### config.mk
export PLATFORM = sky130hd
export DESIGN_NAME = i2c_read_sequencer
export DESIGN_NICKNAME = d
export VERILOG_FILES = /design/src/rtl/i2c_read_sequencer.sv
export SDC_FILE = /design/constraint.sdc
export NUM_CORES = 1
export LEC_CHECK = 0
export ABC_AREA = 1
export BUFFER_PORTS_ARGS = -buffer_cell sky130_fd_sc_hd__buf_2
export CORE_AREA = 2 2 73 144
export CTS_CLUSTER_SIZE = 30
export DETAILED_ROUTE_END_ITERATION = 10
export DIE_AREA = 0 0 75 146
export GPL_TIMING_DRIVEN = 0
export HOLD_SLACK_MARGIN = 0.1
export PLACE_DENSITY = 0.56
export SYNTH_ARGS = -nofsm -noshare
export SYNTH_HDL_FRONTEND = slang
export SYNTH_SLANG_ARGS = --single-unit
### constraint.sdc
create_clock -name i_clk -period 1.6 [get_ports i_clk]
set_clock_uncertainty 0.05 [all_clocks]
set_input_delay 0.24 -clock i_clk [delete_from_list [all_inputs] [get_ports i_clk]]
set_output_delay 0.24 -clock i_clk [all_outputs]
set_load 0.01 [all_outputs]
### src/rtl/i2c_read_sequencer.sv
// ---------------------------------------------------------------------------
// i2c_read_sequencer
//
// Sequences one I2C read transaction over external bus-condition, byte-
// transmit and byte-receive engines: START, address byte with R/W=1,
// len data bytes (NACK on the last), STOP. Every wait on an engine is
// bounded by TIMEOUT_CYCLES; the outcome is reported through o_done/o_err.
//
// Ports
//   i_clk, i_rst            clock, asynchronous active-high reset
//   i_cmd_valid/_addr/_len  read command (len 0 = address probe)
//   o_cmd_ready             command accepted only while idle
//   o_start_req/o_stop_req  one-cycle requests to the condition generator
//   i_cond_done             start/stop condition finished
//   o_tx_start, o_tx_data   address byte request to the transmitter
//   i_tx_done, i_tx_nack    byte sent / slave NACKed it
//   o_rx_start, o_send_nack byte request and ACK/NACK choice for receiver
//   i_rx_done, i_rx_data    received byte
//   o_data, o_data_valid    received byte stream (no backpressure)
//   o_busy, o_done, o_err   status; o_err 00 ok, 01 NACK, 10 timeout
// ---------------------------------------------------------------------------
module i2c_read_sequencer #(
    parameter int unsigned TIMEOUT_CYCLES = 65535
) (
    input  logic       i_clk,
    input  logic       i_rst,
    input  logic       i_cmd_valid,
    input  logic [6:0] i_cmd_addr,
    input  logic [7:0] i_cmd_len,
    output logic       o_cmd_ready,
    output logic       o_start_req,
    output logic       o_stop_req,
    input  logic       i_cond_done,
    output logic       o_tx_start,
    output logic [7:0] o_tx_data,
    input  logic       i_tx_done,
    input  logic       i_tx_nack,
    output logic       o_rx_start,
    output logic       o_send_nack,
    input  logic       i_rx_done,
    input  logic [7:0] i_rx_data,
    output logic [7:0] o_data,
    output logic       o_data_valid,
    output logic       o_busy,
    output logic       o_done,
    output logic [1:0] o_err
);

    typedef enum logic [2:0] {
        IDLE  = 3'd0,
        START = 3'd1,
        ADDR  = 3'd2,
        RX    = 3'd3,
        STOP  = 3'd4,
        DONE  = 3'd5
    } state_t;

    localparam logic [15:0] TIMEOUT_LIM = 16'(TIMEOUT_CYCLES);
    localparam logic [1:0]  ERR_NONE    = 2'b00;
    localparam logic [1:0]  ERR_NACK    = 2'b01;
    localparam logic [1:0]  ERR_TIMEOUT = 2'b10;

    state_t      state_q;
    logic [6:0]  addr_q;
    logic [7:0]  rem_q;
    logic [15:0] wait_q;
    logic        start_q;
    logic        stop_q;
    logic        tx_start_q;
    logic        rx_start_q;
    logic [7:0]  data_q;
    logic        data_valid_q;
    logic        done_q;
    logic [1:0]  err_q;

    logic timed_out;
    assign timed_out = (wait_q == TIMEOUT_LIM);

    // The first recorded error is the one reported.
    function automatic logic [1:0] first_err(input logic [1:0] cur, input logic [1:0] nxt);
        return (cur == ERR_NONE) ? nxt : cur;
    endfunction

    always_ff @(posedge i_clk or posedge i_rst) begin
        if (i_rst) begin
            state_q      <= IDLE;
            addr_q       <= '0;
            rem_q        <= '0;
            wait_q       <= '0;
            start_q      <= 1'b0;
            stop_q       <= 1'b0;
            tx_start_q   <= 1'b0;
            rx_start_q   <= 1'b0;
            data_q       <= '0;
            data_valid_q <= 1'b0;
            done_q       <= 1'b0;
            err_q        <= ERR_NONE;
        end else begin
            // Pulses last one cycle; the wait counter runs unless a state
            // entry below restarts it.
            start_q      <= 1'b0;
            stop_q       <= 1'b0;
            tx_start_q   <= 1'b0;
            rx_start_q   <= 1'b0;
            data_valid_q <= 1'b0;
            done_q       <= 1'b0;
            wait_q       <= wait_q + 16'd1;

            case (state_q)
                IDLE: begin
                    wait_q <= '0;
                    if (i_cmd_valid) begin
                        addr_q  <= i_cmd_addr;
                        rem_q   <= i_cmd_len;
                        err_q   <= ERR_NONE;
                        state_q <= START;
                        start_q <= 1'b1;
                    end
                end

                START: begin
                    if (i_cond_done) begin
                        state_q    <= ADDR;
                        tx_start_q <= 1'b1;
                        wait_q     <= '0;
                    end else if (timed_out) begin
                        err_q   <= first_err(err_q, ERR_TIMEOUT);
                        state_q <= STOP;
                        stop_q  <= 1'b1;
                        wait_q  <= '0;
                    end
                end

                ADDR: begin
                    if (i_tx_done) begin
                        wait_q <= '0;
                        if (i_tx_nack) begin
                            err_q   <= first_err(err_q, ERR_NACK);
                            state_q <= STOP;
                            stop_q  <= 1'b1;
                        end else if (rem_q == 8'd0) begin
                            state_q <= STOP;
                            stop_q  <= 1'b1;
                        end else begin
                            state_q    <= RX;
                            rx_start_q <= 1'b1;
                        end
                    end else if (timed_out) begin
                        err_q   <= first_err(err_q, ERR_TIMEOUT);
                        state_q <= STOP;
                        stop_q  <= 1'b1;
                        wait_q  <= '0;
                    end
                end

                RX: begin
                    if (i_rx_done) begin
                        data_q       <= i_rx_data;
                        data_valid_q <= 1'b1;
                        rem_q        <= rem_q - 8'd1;  // rem_q >= 1 whenever in RX
                        wait_q       <= '0;
                        if (rem_q == 8'd1) begin
                            state_q <= STOP;
                            stop_q  <= 1'b1;
                        end else begin
                            rx_start_q <= 1'b1;      // re-enter RX for next byte
                        end
                    end else if (timed_out) begin
                        err_q   <= first_err(err_q, ERR_TIMEOUT);
                        state_q <= STOP;
                        stop_q  <= 1'b1;
                        wait_q  <= '0;
                    end
                end

                STOP: begin
                    if (i_cond_done) begin
                        state_q <= DONE;
                        done_q  <= 1'b1;
                        wait_q  <= '0;
                    end else if (timed_out) begin
                        err_q   <= first_err(err_q, ERR_TIMEOUT);
                        state_q <= DONE;
                        done_q  <= 1'b1;
                        wait_q  <= '0;
                    end
                end

                DONE: begin
                    state_q <= IDLE;
                    wait_q  <= '0;
                end

                default: begin
                    state_q <= IDLE;
                    wait_q  <= '0;
                end
            endcase
        end
    end

    assign o_cmd_ready  = (state_q == IDLE);
    assign o_busy       = (state_q != IDLE);
    assign o_start_req  = start_q;
    assign o_stop_req   = stop_q;
    assign o_tx_start   = tx_start_q;
    assign o_rx_start   = rx_start_q;
    // Address byte and NACK choice are pure decodes of held registers, so
    // they stay stable for the whole state.
    assign o_tx_data    = (state_q == ADDR) ? {addr_q, 1'b1} : 8'h00;
    assign o_send_nack  = (state_q == RX) && (rem_q == 8'd1);
    assign o_data       = data_q;
    assign o_data_valid = data_valid_q;
    assign o_done       = done_q;
    assign o_err        = err_q;

endmodule

After elaboration in Yosys (flattened, before gate mapping) --
Cells that the tools add are included.
Storage, ports and cells: register bits 50, input port bits 30, logic and storage cells 92
Cells by class: add/subtract/negate cells 2, equality and inequality tests 14, mux-type cells 51, reductions and logical operators 13
Operators by type and width (count):
- $mux 16 | 4
- $pmux 16 s3 | 1
- $mux 3 | 10
- $mux 8 | 3
- $mux 1 | 20
- $add 16x1->16 const B | 1
- $eq 16x16->1 const B | 1
- $mux 2 | 8
- $pmux 8 s2 | 1
- $pmux 3 s5 | 1
- $ne 3x3->1 const B | 4
- $eq 8x1->1 const B | 1
- $logic_not 8->1 | 1
- $ne 2x2->1 const B | 4
- $pmux 2 s4 | 1
- $sub 8x1->8 const B | 1
- $eq 3x2->1 const B | 2
- $reduce_and 3->1 | 2
- $reduce_and 6->1 | 1
- $reduce_and 2->1 | 2
- $reduce_bool 4->1 | 1
- $eq 3x1->1 const B | 1
- $eq 3x3->1 const B | 1
- $logic_not 3->1 | 1
- other kinds (7) | 7

Longest topological paths before layout --
Gate-level depths: netlist (run 1).
word-level depth 5, gate-level depth with buffers 11, mapped depth without buffers 11

Worst setup path before layout (run 1) --
OpenSTA, ideal clock, no wires.
path kind register to register, from reg wait_q[0], to reg wait_q[3], setup time 0.127 ns, arrival 1.325 ns, required time 1.423 ns, setup slack 0.098 ns, stages on the path, launching flop included 10, path buffers 1, clock period less this slack 1.502 ns, path through dfrtp_1 > ha_1 > nand2_1 > nor2_2 > nand2_2 > nor2_4 > inv_2 > nand2_4 > buf_6 > nor3b_2
Between the ends: cells in the longest elaborated chain, start to end 4, elaborated cells on any way between the ends 7, those cells by class add/sub: 1; eq/ne: 1; mux: 5
RTL lines:
- start: declaration | line 66 | logic [15:0] wait_q;
- start signal: assignment | line 107 | wait_q <= wait_q + 16'd1;
- $add 16x1->16 or $eq 16x16->1 (tied branches) | line 107, 77
- $mux 16 (*)
- $mux 16, on equally long branches | line 122, 135, 157
- $pmux 16 s3 (*) | line 109 | case (state_q)
Every way passes the cells marked *; elsewhere a longest branch is shown, timed or not. A chain may end at the register's enable or synchronous reset.

Worst setup path after layout (run 1) --
from reg state_q[0], to out o_tx_data[0]
Between the ends: cells in the longest elaborated chain, start to end 2
RTL lines:
- start: declaration | line 63 | state_t state_q;
- start signal: assignment | line 86 | state_q <= IDLE;
- start signal: assignment | line 116 | state_q <= START;
- start signal: assignment | line 123 | state_q <= ADDR;
- $eq 3x2->1 | line 210 | assign o_tx_data = (state_q == ADDR) ? {addr_q, 1'b1} : 8'h00;
- $mux 8 | line 210
- end: declaration | line 35 | output logic [7:0] o_tx_data,
Every way passes these cells.

==> summary.md, run 1 <==
| Metric | Value |
|---|---|
| Placed Area | `3070 sq um` |
| H-tree depth | `2` |
| Clk slew on worst S/H paths | `0.07 ns` |
| CP required | `1.31 ns` |
| Minimum clock period | `1.66 ns` |
| Failing checks | `negative setup slack` |
| Synth Net Count | `359` |
| Leak pwr | `1.85 nW` |
| Sink Count | `50` |
| Asr flop ratio synth | `100%` |
| Synth Flop Type | `dfrtp_1` |
| CTS tree | `done` |
| Fin crit share | `104%` |
| Layout net count | `455` |
| EDFF count, synth | `0` |
| Global route overflow | `0` |
| Setup slack after layout | `-0.0594 ns` |
| WL/cell | `12.7 um` |
| Power Density | `1530 nW/um^2` |
| Synth Area in Adders | `1.44%` |
| Max Clk Rate | `603 MHz` |
| Die height | `146 um` |
| Startpoint types | `register` |
| Die area | `11000 sq um` |
| Worst hold margin | `0.104 ns` |
| Crit Path Class | `register to output port` |
| Worst hold path class | `primary input to register` |
| Design area | `3710 sq um` |
| TNS Setup | `-0.308 ns` |
| Fin. max-slew vios | `0` |
| Max stage delay on crit path | `0.46 ns` |
| CP startpoint | `state_q[0]` |
| YS warnings | `0` |
| WL final | `7020 um` |
| Max Cap Violations | `0` |
| HPWL after DPL | `5000 um` |
| Largest delay share family, worst path | `flip-flops` |
| Bufs and invs on worst path | `2` |
| Synth Register Bits | `50` |
| Unique masters post-synth | `34` |
| Synth Area in Compound Gates | `10.5%` |
| CTS root buf | `clkbuf_16` |
| Sequential area share after synthesis | `48.1%` |
| Global-route wire length before repair | `11300 um` |
| Area delta synth->final | `42.4%` |
| Vias post-DR | `2444` |
| Fraction of layout cells with a size suffix above 1 | `38.5%` |
| RSZ-0062 raised after global routing | `yes` |
| CP max stage cell | `dfrtp_2` |
| Initial drt markers | `72` |
| Xor/xnor share of the synthesized area | `1.68%` |
| Initial Util | `26.7%` |
| Row count | `51` |
| Clk buf depth | `2` |
| Post-Syn Instances | `326` |
| Simple-gate portion of the synthesized area | `30.1%` |
| Area of the core | `9760 sq um` |
| Hold Startpoint | `i_rx_data[1]` |
| Vias in the first global route | `2487` |
| Largest net degree at the start of global routing | `33` |
| RR Startpoint | `state_q[0]` |
| GRT Resource Usage Total | `13.2%` |
| Hold path depth | `3` |
| Worst Setup EP | `o_tx_data[0]` |
| Reg2Reg Depth | `7` |
| DP Worst Slack | `-0.140 ns` |
| IO Port Bufs | `56` |
| Clock Latency Late Sink | `0.29 ns` |
| Worst path depth | `3` |
| Post-Syn Area per Cell | `7.98 sq um` |
| Post-Syn Area | `2600 sq um` |
| Status | `finished, violations left` |
| CP cell instances | `nor3_4, buf_4, buf_2` |
| Drt pass-1 iters | `4` |
| # setup viols final | `13` |
| Final Wtd Congestion | `0.790` |
| Die Wd | `75 um` |
| Via density | `4.40` |
| FF-to-FF setup slack | `-0.04 ns` |
| Post-route ant nets | `0` |
| DRC viols | `0` |
| Critical path arrival | `1.37 ns` |
| Slew headroom | `71.2%` |
| Total CTS buffers | `5` |
| Final Hold Fails | `0` |
| CP Max Fanout | `7` |
| Mux contribution to synthesized area | `0%` |
| Largest family of logic cells by synthesized area | `simple AND/OR/NAND/NOR gates` |
| Number of antenna violations at the first check in global routing | `0` |
| Antenna cell count | `0` |
| Max IR drop VDD | `0.848 mV` |
| Slew of the pin with the lowest slew margin | `0.431 ns` |
| Worst reg2reg endpoint | `wait_q[2]` |
| # IOs | `57` |
| Crit path capture type | `output port` |
==> kinds of logic (layout without fill, tap and decap cells) <==
kind of cell / count (synthesis) / count (layout)
compound gates: 49 / 49
xor+xnor: 5 / 5
fa+ha+maj: 3 / 3
buf+inv: 50 / 147
flops: 50 / 50
simple gates: 169 / 169
==> worst min-delay path: stages <==
cell	delay, ns
buf_2	0.08
nand2_1	0.04
nand2_1	0.05
==> power by group <==
part	internal (mW)	leakage, nW	switching (mW)
clock	0.741	0.0842	0.492
combinational	1.04	1.11	1.53
sequential	1.64	0.651	0.220
total	3.42	1.85	2.24
==> flip-flops by register name (all words and copies together) (netlist names), 2 cells and up <==
signal   flops
rem_q        8
state_q      3
o_err        2
addr_q       7
wait_q      16
o_data       8
==> cell type report <==
type / count / area [sq um]
Tap cell: 132 / 165
Timing Repair Buffer: 89 / 579
Inverter: 45 / 188
Timing Repair inverter: 1 / 5.00
Buffer: 4 / 45.0
Clock buffer: 5 / 125
Sequential cell: 50 / 1250
Clock inverter: 3 / 43.8
Fill cell: 995 / 6060
Multi-Input combinational cell: 226 / 1300
==> timing repair <==
action / 4_1_cts / 5_1_grt
setup buffers: 14 / 8
gates cloned: 0 / 3
pin swaps: 8 / 12
endpoints found under the setup margin: 30 / 53
hold endpoints to repair: 25 / 0
hold buffers: 8 / 0
gates resized for setup: 25 / 39
==> how the worst min path moves through the flow <==
stage / slack (ns) / end
6_report: 0.10 / o_data[1]
5_1_grt: 0.11 / o_data[1]
4_1_cts: 0.10 / o_data[1]
3_5_place_dp: 0.22 / o_err[1]
3_3_place_gp: 0.38 / o_data[6]
2_1_floorplan: 0.30 / o_data[0]
==> synthesized netlist by cell type, types with 2 or more instances <==
master    count  share of area (%)
nor3b_2       2               0.96
nor3_2        2               0.77
ha_1          3                1.4
nand4_1       2               0.48
xnor2_1       2               0.67
o211ai_1      3               0.87
xor2_1        3                1.0
nor2_2        5                1.2
o31ai_1       2               0.58
nand3_1      18                3.5
nor3_1        5               0.96
dfrtp_1      50                 48
nand2_4       2               0.87
o21ai_1       8                1.5
nand2_2       6                1.4
nor2_1       40                5.8
nor2_4        2               0.87
a21oi_1      12                2.3
o21ai_0      20                3.8
inv_2         7                1.0
buf_2         2               0.38
nand2_1      80                 12
buf_6         3                1.3
inv_1        37                5.3
==> metrics by stage <==
stage / total power, mW / std cells / utilization (%)
2_1_floorplan: 3.21 / 326 / -
3_3_place_gp: 3.79 / 514 / 31.2
3_5_place_dp: 3.86 / 515 / 31.4
4_1_cts: 5.38 / 545 / 35.7
5_1_grt: 6.08 / 555 / 38.0
6_report: 5.65 / 555 / 38.0
==> cells in the final DEF (no fill, tap or decap), types with 4 or more instances in the layout <==
master,count
nor2_4,8
inv_2,9
nand2_4,4
buf_4,22
nor2_2,12
o21ai_1,9
a21oi_1,9
buf_2,57
nand2_1,72
nor2_1,27
dlygate4sd3_1,8
nand2_2,11
nand3_1,16
clkbuf_16,6
dfrtp_1,48
o21ai_0,17
inv_1,31
==> routing by layer <==
layer	part of all wire [%]	up-vias	GRT usage, %
met5	0	-	0
met2	56	51	24.0
met4	2.9	0	5.54
met1	37	1156	14.0
li1	-	1224	-
met3	3.1	13	2.35
Note: power is estimated with default switching activity, not from simulation.
==> inputs of run 2 (changes only) <==
--- a/config.mk
+++ b/config.mk
@@ -14,6 +14,7 @@
 export GPL_TIMING_DRIVEN = 0
 export HOLD_SLACK_MARGIN = 0.1
 export PLACE_DENSITY = 0.56
+export SKIP_CTS_REPAIR_TIMING = 1
 export SYNTH_ARGS = -nofsm -noshare
 export SYNTH_HDL_FRONTEND = slang
 export SYNTH_SLANG_ARGS = --single-unit
==> run 2 against run 1 <==
Net effect: the run still ends with negative setup slack left; largest cell class unchanged; critical path type is now register to register; first-iteration DRC count grew 65%; global-route usage shrank 0.52 points; largest power group unchanged; register-to-register slack lost 0.11 ns.
==> summary.md, run 2 (synthesis results as in run 1) <==
| Metric | Value |
|---|---|
| Clock Latency Late Sink | `0.29 ns (about the same)` |
| Initial drt markers | `119 (was 72)` |
| Initial Util | `26.7% (unchanged)` |
| Crit path capture type | `register (was output port)` |
| H-tree depth | `2 (unchanged)` |
| CTS root buf | `clkbuf_16 (unchanged)` |
| HPWL after DPL | `5000 um (unchanged)` |
| # IOs | `57 (unchanged)` |
| CP cell instances | `inv_4, nor3_4, buf_4, buf_6, nand2_4, nand3_4, nand2_8, clkbuf_16, nor3b_2 (was nor3_4, buf_4, buf_2)` |
| Max stage delay on crit path | `0.42 ns (was 0.46 ns)` |
| Commonest non-fill, non-tap cell in the layout | `nand2_1 (unchanged)` |
| CP max stage cell | `dfrtp_2 (unchanged)` |
| CP required | `1.77 ns (was 1.31 ns)` |
| Fraction of layout cells with a size suffix above 1 | `43.5% (was 38.5%)` |
| Die height | `146 um (unchanged)` |
| Max FFs per register | `16 (unchanged)` |
| Design area | `3830 sq um (was 3710 sq um)` |
| Vias in the first global route | `2366 (was 2487)` |
| WL/cell | `13.3 um (was 12.7 um)` |
| Die Wd | `75 um (unchanged)` |
| Status | `finished, violations left (unchanged)` |
| Placed Area | `3070 sq um (unchanged)` |
| Crit Path Class | `register to register (was register to output port)` |
| RSZ-0062 raised after global routing | `yes (unchanged)` |
| Biggest register | `wait_q (unchanged)` |
| Post-route ant nets | `0 (unchanged)` |
| DRC viols | `0 (unchanged)` |
| Fin crit share | `109% (was 104%)` |
| Max IR drop VDD | `0.835 mV (was 0.848 mV)` |
| Global route overflow | `0 (unchanged)` |
| Clk buf depth | `2 (unchanged)` |
| CP Max Fanout | `5 (was 7)` |
| Largest delay share family, worst path | `simple AND/OR/NAND/NOR gates (was flip-flops)` |
| Bufs and invs on worst path | `4 (was 2)` |
| Placed Instances | `515 (unchanged)` |
| IO Port Bufs | `56 (unchanged)` |
| Total CTS buffers | `5 (unchanged)` |
| Minimum clock period | `1.75 ns (was 1.66 ns)` |
| Layout net count | `457 (was 455)` |
| GRT Resource Usage Total | `12.6% (was 13.2%)` |
| Largest net degree at the start of global routing | `33 (unchanged)` |
| WL final | `7400 um (was 7020 um)` |
| Sink Count | `50 (unchanged)` |
| Setup slack after layout | `-0.151 ns (was -0.0594 ns)` |
| Area delta synth->final | `47.2% (was 42.4%)` |
| Fin. max-slew vios | `0 (unchanged)` |
| Row count | `51 (unchanged)` |
| Die area | `11000 sq um (unchanged)` |
| Max Clk Rate | `571 MHz (was 603 MHz)` |
| Final core occ | `39.2% (was 38.0%)` |
| Power Density | `1540 nW/um^2 (was 1530 nW/um^2)` |
| Failing checks | `negative setup slack (unchanged)` |
| Max Cap Violations | `0 (unchanged)` |
| Area of the core | `9760 sq um (unchanged)` |
| Slew headroom | `71.4% (was 71.2%)` |
| Worst hold path class | `primary input to register (unchanged)` |
| Startpoint types | `register (unchanged)` |
| Slew of the pin with the lowest slew margin | `0.429 ns (was 0.431 ns)` |
| Drt pass-1 iters | `4 (unchanged)` |
| Final Hold Fails | `0 (unchanged)` |
| Vias post-DR | `2530 (was 2444)` |
| Antenna cell count | `0 (unchanged)` |
| Most frequent cells in the layout | `nand2_1 (73), buf_2 (55), dfrtp_1 (47), inv_1 (30), buf_4 (25) (was nand2_1 (72), buf_2 (57), dfrtp_1 (48), inv_1 (31), nor2_1 (27))` |
| Leak pwr | `1.89 nW (was 1.85 nW)` |
| # setup viols final | `28 (was 13)` |
| Global-route wire length before repair | `10900 um (was 11300 um)` |
| Via density | `4.54 (was 4.40)` |
| Number of antenna violations at the first check in global routing | `0 (unchanged)` |
| Critical path arrival | `1.92 ns (was 1.37 ns)` |
| Final Wtd Congestion | `0.790 (unchanged)` |
| CTS tree | `done (unchanged)` |
| Clk slew on worst S/H paths | `0.07 ns (about the same)` |
| Non-Filler Instances | `557 (was 555)` |
| Pwr Total | `5.91 mW (was 5.65 mW)` |
-- run 2: cell types whose count changed in the layout (fill, tap and decap cells not counted), sizes merged --
cell,change
buf,+8
dlygate4sd3,-6
-- run 2: per-stage QoR --
stage,hold WS (ns),worst slack (ns),setup TNS (ns)
2_1_floorplan,0.300,0.0981,0
3_3_place_gp,0.385,-0.662,-35.56
3_5_place_dp,0.220,-0.140,-2.62
4_1_cts,-0.0931,-0.463,-5.56
5_1_grt,0.101,-0.220,-5.29
6_report,0.0882,-0.151,-2.33
-- run 2: final timing paths --
| path | start | endpoint | slack [ns] | cells past startpoint |
|---|---|---|---|---|
| min in group asynchronous | i_rst | o_err[1] | 0.43 | 3 |
| max in group asynchronous | i_rst | rem_q[5] | 0.54 | 4 |
| worst min register to register | o_data[2] | o_data[2] | 0.43 | 2 |
| worst max register to register | state_q[1] | wait_q[2] | -0.15 | 9 |
| worst min-delay path | i_rx_data[2] | o_data[2] | 0.09 | 3 |
| worst max-delay path | state_q[1] | wait_q[2] | -0.15 | 9 |
-- run 2: final cells by class --
class	count	area (sq um)
Buffer	3	46.3
Clock buffer	5	125
Clock inverter	3	43.8
Fill cell	991	5930
Inverter	45	185
Multi-Input combinational cell	226	1380
Sequential cell	50	1250
Tap cell	132	165
Timing Repair Buffer	92	627
Timing Repair inverter	1	7.51
-- run 2: report_power, final --
part	leakage, nW	switching [mW]	total [mW]	internal (mW)
clock	0.0842	0.504	1.25	0.742
combinational	1.15	1.62	2.79	1.17
sequential	0.650	0.238	1.88	1.64
-- run 2: worst register-to-register path, delay by kind of cell, from the launching register on --
kind / cells / cell delay [ns]
buf+inv: 4 / 0.51
simple gates: 5 / 0.71
flops: 1 / 0.42
-- run 2: routing by layer --
layer / wire, um / GRT usage (%) / part of all wire (%)
met1: 2760 / 14.0 / 37
met5: 0 / 0 / 0
met4: 210 / 4.64 / 2.8
met3: 241 / 2.29 / 3.3
met2: 4190 / 22.9 / 57
